==> src/rtl/fc_pkg.sv <==
// Shared types and helpers for the fully-connected output serializer.
// Holds the buffer occupancy enum and the beats-per-vector helper.
package fc_pkg;

    typedef enum logic [1:0] {
        eEMPTY = 2'd0,
        eONE   = 2'd1,
        eTWO   = 2'd2
    } occ_e;

    function automatic int ceil_div(input int h, input int l);
        return (h + l - 1) / l;
    endfunction

endpackage

==> src/rtl/up_counter_enabled.sv <==
// Wrapping up-counter: counts 0..INPUT_MAX, advancing only when enabled.
// Ports: clk_i, reset_i (sync, active-high), enable_i, count_o.
module up_counter_enabled #(
    parameter int INPUT_MAX = 1,
    parameter int WIDTH     = (INPUT_MAX < 1) ? 1 : $clog2(INPUT_MAX + 1)
) (
    input  logic             clk_i,
    input  logic             reset_i,
    input  logic             enable_i,
    output logic [WIDTH-1:0] count_o
);

    localparam logic [WIDTH-1:0] MAXV = WIDTH'(INPUT_MAX);

    always_ff @(posedge clk_i) begin
        if (reset_i) begin
            count_o <= '0;
        end else if (enable_i) begin
            count_o <= (count_o == MAXV) ? '0 : count_o + 1'b1;
        end
    end

endmodule

==> src/rtl/fc_output_serializer.sv <==
// Two-slot vector buffer that emits each LAYER_HEIGHT-word vector as
// ceil(LAYER_HEIGHT/LANES) beats of LANES words into a downstream FIFO.
// Ports: clk_i, reset_i (sync, active-high); upstream valid_i/ready_o/
// data_i; downstream wen_o/full_i/data_o/lane_valid_o/last_o.
// Macro FC_OUTPUT_SERIALIZER_RELU_EN: zero negative valid words on data_o.
module fc_output_serializer
    import fc_pkg::*;
#(
    parameter int LAYER_HEIGHT = 5,
    parameter int WORD_SIZE    = 16,
    parameter int LANES        = 2
) (
    input  logic                                   clk_i,
    input  logic                                   reset_i,
    input  logic                                   valid_i,
    output logic                                   ready_o,
    input  logic [LAYER_HEIGHT-1:0][WORD_SIZE-1:0] data_i,
    output logic                                   wen_o,
    input  logic                                   full_i,
    output logic [LANES-1:0][WORD_SIZE-1:0]        data_o,
    output logic [LANES-1:0]                       lane_valid_o,
    output logic                                   last_o
);

    localparam int BEATS = ceil_div(LAYER_HEIGHT, LANES);
    localparam int CW    = (BEATS < 2) ? 1 : $clog2(BEATS);
    localparam logic [CW-1:0] LASTB = CW'(BEATS - 1);

    typedef logic [LAYER_HEIGHT-1:0][WORD_SIZE-1:0] vec_t;

    occ_e          occ_q, occ_d;
    logic          hd_q;
    vec_t          slot_q [2];
    vec_t          head;
    logic [CW-1:0] beat;
    logic          accept, pop, final_beat, wr_idx;

    logic [LANES-1:0][WORD_SIZE-1:0] beat_w [BEATS];
    logic [LANES-1:0]                beat_m [BEATS];

    assign ready_o    = (occ_q != eTWO);
    assign accept     = valid_i && ready_o;
    assign wen_o      = (occ_q != eEMPTY) && !full_i;
    assign final_beat = (beat == LASTB);
    assign pop        = wen_o && final_beat;
    assign last_o     = (occ_q != eEMPTY) && final_beat;

    // The tail is the free slot: the head itself when empty,
    // otherwise the other slot (even when the head is popping).
    assign wr_idx = (occ_q == eEMPTY) ? hd_q : ~hd_q;
    assign head   = slot_q[hd_q];

    always_comb begin
        occ_d = occ_q;
        unique case ({accept, pop})
            2'b10:   occ_d = (occ_q == eEMPTY) ? eONE : eTWO;
            2'b01:   occ_d = (occ_q == eTWO) ? eONE : eEMPTY;
            default: occ_d = occ_q;
        endcase
    end

    always_ff @(posedge clk_i) begin
        if (reset_i) begin
            occ_q <= eEMPTY;
            hd_q  <= 1'b0;
        end else begin
            occ_q <= occ_d;
            if (pop) hd_q <= ~hd_q;
        end
    end

    always_ff @(posedge clk_i) begin
        if (accept) slot_q[wr_idx] <= data_i;
    end

    up_counter_enabled #(
        .INPUT_MAX(BEATS - 1),
        .WIDTH    (CW)
    ) u_beat_cnt (
        .clk_i   (clk_i),
        .reset_i (reset_i),
        .enable_i(wen_o),
        .count_o (beat)
    );

    // Static beat/lane -> element map; lanes past the vector end are zero.
    for (genvar b = 0; b < BEATS; b++) begin : g_beat
        for (genvar l = 0; l < LANES; l++) begin : g_lane
            localparam int E = b * LANES + l;
            if (E < LAYER_HEIGHT) begin : g_used
                assign beat_w[b][l] = head[E];
                assign beat_m[b][l] = 1'b1;
            end else begin : g_pad
                assign beat_w[b][l] = '0;
                assign beat_m[b][l] = 1'b0;
            end
        end
    end

    function automatic logic [WORD_SIZE-1:0] act(
        input logic [WORD_SIZE-1:0] w
    );
`ifdef FC_OUTPUT_SERIALIZER_RELU_EN
        return w[WORD_SIZE-1] ? '0 : w;
`else
        return w;
`endif
    endfunction

    always_comb begin
        data_o       = '0;
        lane_valid_o = '0;
        if (occ_q != eEMPTY) begin
            lane_valid_o = beat_m[beat];
            for (int l = 0; l < LANES; l++) begin
                data_o[l] = act(beat_w[beat][l]);
            end
        end
    end

endmodule
==> config.mk <==
export PLATFORM = sky130hd
export DESIGN_NAME = fc_output_serializer
export DESIGN_NICKNAME = d
export VERILOG_FILES = /design/src/rtl/fc_pkg.sv /design/src/rtl/up_counter_enabled.sv /design/src/rtl/fc_output_serializer.sv
export SDC_FILE = /design/constraint.sdc
export NUM_CORES = 1
export LEC_CHECK = 0
export BUFFER_PORTS_ARGS = -buffer_cell sky130_fd_sc_hd__buf_2
export CORE_MARGIN = 1.5
export CORE_UTILIZATION = 58
export DETAILED_ROUTE_END_ITERATION = 6
export HOLD_SLACK_MARGIN = 0.05
export PLACE_DENSITY = 0.83
export REMOVE_ABC_BUFFERS = 1
export SLEW_MARGIN = 20
export SYNTH_ARGS = -nofsm -noshare
export SYNTH_HDL_FRONTEND = slang
export SYNTH_SLANG_ARGS = --single-unit
==> constraint.sdc <==
create_clock -name clk_i -period 14.4 [get_ports clk_i]
set_input_delay 0.72 -clock clk_i [delete_from_list [all_inputs] [get_ports clk_i]]
set_output_delay 0.72 -clock clk_i [all_outputs]
set_load 0.1 [all_outputs]
==> flow_summary.json <==
{
  "ios": 121,
  "worstHoldPathType": "in2reg",
  "num-fill-cells": 704,
  "hold_violations": 0,
  "grt_first_pass_wirelength_mm": 18.4,
  "status": "finished, final reports clean",
  "rsz0062_at_grt": "false",
  "maxCapViolations": 0,
  "finClkSkew_ns": 0.00735,
  "synth_flop_cell": "edfxtp_1",
  "post_cts_buffers": 0,
  "clock_latency_ns": 0.41,
  "clockRootBuffer": "clkbuf_16",
  "syn_inst": 350,
  "yosysWarningCount": 0,
  "synth_top_cell_by_area": "edfxtp_1",
  "dieHeight_um": 110,
  "clkSlewWorstSetupHoldPaths_ns": 0.06,
  "leakagePower_nw": 2.83,
  "synth-edff-count": 160,
  "endpoint_kind": "primary output",
  "synth_common_cells": "edfxtp_1 (160), nor2_1 (37), mux2i_1 (33), mux2_2 (18), o22a_1 (16)",
  "design_area_um2": 7900,
  "p_seq_share_pct": 48.4,
  "hold_buffers": 0,
  "timing.rr.start": "occ_q[0]$_SDFFE_PP0P_",
  "start_util_pct": 60.0,
  "finalSetupTns_ns": 0,
  "intPower_w": 0.000863,
  "slew_viol_final": 0,
  "period_minus_slack_ns": 3.88,
  "drc": 0,
  "diodes": 0,
  "comb_power_share_pct": 14.9,
  "vias": 3568,
  "ys_seq_area_share_pct": 74.7,
  "ant_nets": 0,
  "clockBufferDepth": 2,
  "worstPathMaxFanout": 22,
  "crit_path_start_kind": "register",
  "pwr-share-clk_pct": 36.7,
  "finalSetupViolCount": 0,
  "ir_drop_mv": 0.0968,
  "synthMostInstantiatedCell": "edfxtp_1",
  "syn_area_um2": 6590,
  "dpl.hpwl_mm": 7.44,
  "wirelength_mm": 12.1,
  "first_iter_violations": 244,
  "ys_async_sr_fraction_pct": 0,
  "cts_buffers": 17,
  "fmax_mhz": 258,
  "final_nets": 559,
  "worstMarginPinSlew_ns": 1.07,
  "switchingPower_w": 0.000324,
  "dr.pass1.iters": 5,
  "finalCritPeriodShare_pct": 26.9,
  "rows": 38,
  "die_width_um": 110,
  "grt_usage_pct": 21.4,
  "relSlewSlack_pct": 28.6,
  "cts_tree": "done",
  "synth-seq-cells": 166,
  "dp.cells": 593,
  "syn_area_per_cell_um2": 18.8,
  "grt_max_degree": 43,
  "crit_type": "reg2out",
  "port_buffers": 120,
  "placed_cell_area_um2": 7280,
  "cts_resized": 0,
  "grt_antenna_before_repair": 0,
  "area_delta_synth_final_pct": 19.7,
  "vias_per_cell": 5.69,
  "synth_cell_type_count": 29,
  "gp_congestion": 0.739,
  "drive_gt1_share_pct": 40.7,
  "cts_sinks": 166,
  "critPathRequiredTime_ns": 13.68,
  "cts_max_level": 4,
  "synth_top_area_share_pct": 72.9,
  "crit_arrival_ns": 3.16,
  "fin_cells": 627,
  "globalRoute.totalOverflow": 0,
  "wl_per_cell_um": 19.3,
  "core-area_um2": 11000,
  "p_sw_share_pct": 27.3,
  "grt_pass1_vias": 3642,
  "crit_path_start": "u_beat_cnt.count_o[0]$_SDFFE_PP0P_",
  "die-area_um2": 12000,
  "power_density_nw_per_um2": 150,
  "power_w": 0.00119,
  "worstHoldStart": "data_i[17]",
  "synthTopCellsByArea": "edfxtp_1 (73%), mux2i_1 (5.0%), mux4_2 (3.8%)"
}
==> area by class of cell <==
cell class | instances | area, um2 | share of cell area, %
Clock inverter | 14 | 150 | 1.90
Inverter | 2 | 7.51 | 0.0951
Timing Repair Buffer | 125 | 663 | 8.40
Sequential cell | 166 | 4930 | 62.4
Clock buffer | 18 | 429 | 5.44
Multi-Input combinational cell | 162 | 1540 | 19.5
Tap cell | 140 | 175 | 2.22
==> worst max-delay path: stages, from the launching register on <==
cell and delay [ns]:
dfxtp_1 1.02, nand2b_1 0.71, o22a_1 0.40, nor2_1 0.14, buf_2 0.45
==> worst paths after layout <==
check	endpoint	slack (ns)	cells past startpoint
worst max-delay path	data_o[18]	10.52	4
worst min-delay path	slot_q[0][17]$_DFFE_PP_	0.49	1
worst min register to register	u_beat_cnt.count_o[1]$_SDFFE_PP0P_	0.58	2
worst max register to register	slot_q[1][73]$_DFFE_PP_	11.42	4
==> routing by layer <==
layer  up-vias  wire (um)  GRT usage [%]
met1      1773       4860           27.3
met5         -          0              0
met2       124       6350           35.1
li1       1651          -              -
met3        20        669           4.68
met4         0        225           10.0
==> cells in the final DEF (no fill, tap or decap), types with 3 or more instances in the layout <==
cell,netlist,final
edfxtp_1,160,160
buf_2,9,120
nor2_1,37,36
mux2i_1,33,33
mux2_2,18,18
clkbuf_16,0,17
o22a_1,16,16
mux4_2,11,11
a22oi_2,9,9
a22oi_1,7,7
a21oi_1,6,6
mux4_1,5,5
dfxtp_1,6,5
clkinvlp_4,0,4
nand2b_1,3,3
or3_1,3,3
inv_6,0,3
clkinv_4,0,3
buf_4,1,3
==> power groups by stage <==
stage / logic [W] / registers [W] / clock network [W]
after global placement: 0.000171 / 0.000583 / 0
after floorplan: 0.000132 / 0.000586 / 0
final: 0.000177 / 0.000575 / 0.000435
after global routing: 0.000186 / 0.000577 / 0.000463
after detailed placement: 0.000175 / 0.000586 / 0
after CTS: 0.000176 / 0.000576 / 0.000442
==> metrics by stage <==
stage	worst slack (ns)	util [%]	hold slack, ns
3_5_place_dp	10.86	66.2	0.559
4_1_cts	10.48	71.5	0.475
6_report	10.52	71.9	0.490
5_1_grt	10.31	71.9	0.470
3_3_place_gp	10.99	66.2	0.542
2_1_floorplan	8.46	-	0.501
==> kinds of logic after synthesis <==
group                      count (synthesis)  share of synthesized area [%]
adders and majority gates                  1                          0.190
muxes                                     67                           13.8
DFF                                      166                           74.7
AOI/OAI and AO/OA                         41                           5.35
buffers and inverters                     22                           2.31
and+or+nand+nor                           52                           3.49
xor gates and xnor gates                   1                          0.133
==> state kept, by name (all words and copies together), names as in the netlist, named ones only <==
name and cells:
slot_q 160, hd_q 1, occ_q 2, u_beat_cnt.count_o 2
(Power assumes the default switching activity.)
